==> src/rtl/ex_mem_latch.sv <==
// EX/MEM pipeline register: captures EX results and the WB/M control groups
// for the MEM stage, with synchronous reset, stall (hold) and flush (bubble).
module ex_mem_latch #(
  parameter int unsigned DATA_W = 32,
  parameter int unsigned REG_W  = 5
) (
  input  logic              clk,
  input  logic              rst,
  input  logic              stall,
  input  logic              flush,
  input  logic [1:0]        ctlwb_in,
  input  logic [1:0]        ctlm_in,
  input  logic [DATA_W-1:0] adder_in,
  input  logic [DATA_W-1:0] alu_result_in,
  input  logic [DATA_W-1:0] rdata2_in,
  input  logic [REG_W-1:0]  muxout_in,
  output logic [1:0]        ctlwb_out,
  output logic [1:0]        ctlm_out,
  output logic [DATA_W-1:0] adder_out,
  output logic [DATA_W-1:0] alu_result_out,
  output logic [DATA_W-1:0] rdata2_out,
  output logic [REG_W-1:0]  muxout_out
);

  // Pipeline slot: reset and flush both load an all-zero bubble, stall holds.
  always_ff @(posedge clk) begin
    if (rst || flush) begin
      ctlwb_out      <= 2'b00;
      ctlm_out       <= 2'b00;
      adder_out      <= '0;
      alu_result_out <= '0;
      rdata2_out     <= '0;
      muxout_out     <= '0;
    end else if (!stall) begin
      ctlwb_out      <= ctlwb_in;
      ctlm_out       <= ctlm_in;
      adder_out      <= adder_in;
      alu_result_out <= alu_result_in;
      rdata2_out     <= rdata2_in;
      muxout_out     <= muxout_in;
    end
  end

endmodule

==> config.mk <==
export PLATFORM = sky130hd
export DESIGN_NAME = ex_mem_latch
export DESIGN_NICKNAME = d
export VERILOG_FILES = /design/src/rtl/ex_mem_latch.sv
export SDC_FILE = /design/constraint.sdc
export NUM_CORES = 1
export LEC_CHECK = 0
export BUFFER_PORTS_ARGS = -buffer_cell sky130_fd_sc_hd__buf_2
export CAP_MARGIN = 15
export CORE_UTILIZATION = 39
export CTS_CLUSTER_DIAMETER = 80
export DETAILED_ROUTE_END_ITERATION = 7
export GPL_TIMING_DRIVEN = 1
export PLACE_DENSITY = 0.75
export SYNTH_ARGS = -nofsm -noshare
export SYNTH_HDL_FRONTEND = slang
export SYNTH_SLANG_ARGS = --single-unit
==> constraint.sdc <==
create_clock -name clk -period 0.9 [get_ports clk]
set_input_delay 0.135 -clock clk [delete_from_list [all_inputs] [get_ports clk]]
set_output_delay 0.135 -clock clk [all_outputs]
set_load 0.01 [all_outputs]
# After elaboration in Yosys (flattened, before gate mapping)
# Index checks and enable logic that the tools add are counted.
# W data, S select, Z words.
# totals
in_bits	109
output_inout_bits	105
regBits	105
# op_classes
n_reduce_logical	1
# op_table
operator	count
$logic_or A1 B1 Y1	1

# Depth between registers and ports, before layout
# depth
depth_word	1
mapped_depth	5

# Worst setup path before layout
# No wires, ideal clock.
# synth_path
path_kind	input-to-reg
startpoint	in stall
endpoint	reg adder_out[0]
slack_ns	-0.009
arrival_ns	0.794
t_required_ns	0.786
path_buffers	3
cell_stages	5
path_cell_list	buf_2 buf_6 buf_6 mux2i_1 nor2_1
# synth_lines
element	line_no	text
start: declaration	9	input logic stall,
end signal: assignment	37	adder_out <= adder_in;
end: declaration	19	output logic [DATA_W-1:0] adder_out,

# Worst setup path in the final report
# layout_path
startpoint	reg adder_out[24]
endpoint	out adder_out[24]
# No word-level cell between the ends.

==> flow_metrics.py <==
metrics = {
    "outcome": {
        "status": "complete, but fails checks",
        "violations": "negative setup slack",
    },
    "yosys": {
        "yosysWarnings": 0,
        "yosys.area_share.simple": 0.1070,
        "ys_types": 7,
        "synth_top_family_by_area": "multiplexers",
        "syn-instance-count": 340,
        "syn_nets": 449,
        "syn_avg_cell_area_um2": 11.01,
        "netlist_area_mm2": 0.003742,
        "synth-compound-area-share": 0,
        "synthAdderAreaFrac": 0,
        "synth_xor_area_frac": 0,
        "yosysSeqAreaShare": 0.5617,
        "synth_seq_cells": 105,
        "synthMuxAreaShare": 0.2808,
    },
    "critical_path": {
        "path_cells": "buf_6",
        "path_buf_inv": 1,
        "endpoint_kind": "output port",
        "worstSetupPathType": "reg -> out",
        "critical_path_required_ns": 0.76,
        "crit_family": "flip-flops",
        "startpoint_type": "flip-flop",
        "path_max_fanout": 2,
        "critPathMaxStageDelay_ns": 0.36,
        "arrival_ns": 0.82,
        "crit_path_top_delay_cell": "dfxtp_2",
    },
    "floorplanning": {
        "ios": 214,
        "dieWidth_um": 99.96,
        "start_util": 0.4031,
        "die_area_mm2": 0.009991,
        "die_h_um": 99.96,
        "rows": 35,
        "core_region_area_mm2": 0.009284,
    },
    "final_layout": {
        "final_util": 0.6861,
        "drive_gt1_frac": 0.6053,
        "final_common_cell": "buf_2",
        "final_cell_mix": "buf_2, buf_6, mux2i_1, nor2_1, dfxtp_2",
        "n_fill_cell": 692,
        "area_delta_synth_final_pct": 70.21,
        "n_antenna_cell": 0,
        "layout.nets": 712,
    },
    "global_routing": {
        "grt_pass1_vias": 3413,
        "grt_pass1_wl_mm": 16.33,
        "overflow": 0,
        "grt_use_total": 0.2103,
        "antenna_found_initial": 0,
        "grt_max_degree": 52,
    },
    "power_and_ir_drop": {
        "p_per_area_mw_per_mm2": 1453,
        "p_leak_uw": 0.003143,
        "power_uw": 9259,
        "ir_worst_vdd_mv": 1.189,
    },
    "placed_design": {
        "port_buffers": 213,
        "place_hpwl_mm": 6.457,
        "routabilityCongestion": 0.7070,
    },
    "clock_tree": {
        "cts_tree": "built",
        "clock-sinks": 105,
        "clkSlewWorstSetupHoldPaths_ns": 0.10,
        "cts_htree_levels": 3,
        "root_buffer": "clkbuf_8",
        "clk_latency_ns": 0.34,
        "cts_buffers": 9,
        "clock_path_buffers": 2,
    },
    "route": {
        "drtAntennaViolNets": 0,
        "wl_mm": 11.20,
        "drc": 0,
        "drtIter0Drc": 65,
        "drt-pass1-iter-count": 6,
        "vias": 3419,
        "viasPerCell": 4.639,
        "wl_per_cell_um": 15.19,
    },
    "job": {
        "maxCapViolations": 0,
    },
    "sta": {
        "fin_crit_ns": 0.9528,
        "rsz0062_at_grt": "yes",
        "fin_skew_ns": 0,
        "hold_viol_final": 0,
        "maxSlewViolCount": 0,
        "fmax_ghz": 1.050,
        "slew_headroom": 0.8481,
        "timing.final.ws_setup_ns": -0.05280,
        "post-route-period-util": 1.059,
        "tightest_slew_ns": 0.2216,
        "setup_violations": 105,
        "setup_tns_ns": -3.723,
    },
    "min_path": {
        "hp-class": "in -> reg",
    },
}
==> power breakdown <==
group | switching (uW) | leakage, uW | internal [uW]
combinational | 586 | 0.00215 | 845
clock | 1590 | 0.0000868 | 1300
sequential | 112 | 0.000903 | 4830
==> cells by family (layout without fill, tap and decap cells) <==
kind of cell	count (synthesis)	count (layout)
AND/OR/NAND/NOR	106	106
flip-flops	105	105
buffers and inverters	24	292
multiplexers	105	105
==> cells in the mapped netlist, drive strengths merged <==
| master | count | share of area |
|---|---|---|
| mux2i | 105 | 0.28 |
| clkbuf | 5 | 0.0050 |
| nor2 | 105 | 0.11 |
| dfxtp | 105 | 0.56 |
| buf | 19 | 0.045 |
| or2 | 1 | 0.0017 |
==> per-stage QoR <==
| stage | instance area (um2) | instances | hold slack [ns] | setup WS [ns] |
|---|---|---|---|---|
| floorplan | 3742 | 340 | 0.2789 | -0.008626 |
| global placement | 4935 | 669 | 0.3623 | 0.007159 |
| detailed placement | 4935 | 669 | 0.3717 | -0.07542 |
| CTS | 6235 | 720 | 0.00004446 | -0.07728 |
| global route | 6370 | 737 | -0.001909 | -0.1002 |
| finish | 6370 | 737 | 0.01116 | -0.05280 |
==> what timing repair did <==
item / in CTS / in global routing
endpoints found under the hold margin: 24 / 3
setup endpoints to repair: 105 / 105
gates resized for setup: 210 / 0
buffers inserted: 11 / 14
hold buffers: 24 / 3
==> per-layer routing <==
| metal | vias up | GRT usage | wire [um] |
|---|---|---|---|
| li1 | 1641 | - | - |
| met1 | 1613 | 0.2151 | 4270 |
| met2 | 154 | 0.4095 | 6053 |
| met3 | 11 | 0.05989 | 739 |
| met4 | 0 | 0.06335 | 131 |
| met5 | - | 0 | 0 |
==> flip-flops by register name, summed over array words and instances (netlist names) <==
register,flops
ctlm_out,2
alu_result_out,32
ctlwb_out,2
adder_out,32
rdata2_out,32
muxout_out,5
==> final timing paths <==
check	startpoint	endpoint	slack, ns	cells past startpoint
min reg2reg	muxout_out[4]$_SDFFE_PP0N_	muxout_out[4]$_SDFFE_PP0N_	0.50	2
max reg2reg	alu_result_out[11]$_SDFFE_PP0N_	alu_result_out[11]$_SDFFE_PP0N_	0.02	4
min	alu_result_in[10]	alu_result_out[10]$_SDFFE_PP0N_	0.01	3
max	adder_out[24]$_SDFFE_PP0N_	adder_out[24]	-0.05	1
==> final cells by class <==
type | count | area (um2) | area share
Sequential cell | 105 | 2233 | 0.3506
Timing Repair Buffer | 276 | 2332 | 0.3661
Clock inverter | 4 | 53.80 | 0.008446
Multi-Input combinational cell | 211 | 1454 | 0.2282
Clock buffer | 12 | 135.1 | 0.02121
Tap cell | 129 | 161.4 | 0.02534
No activity file was read; power rests on OpenSTA's default activity.
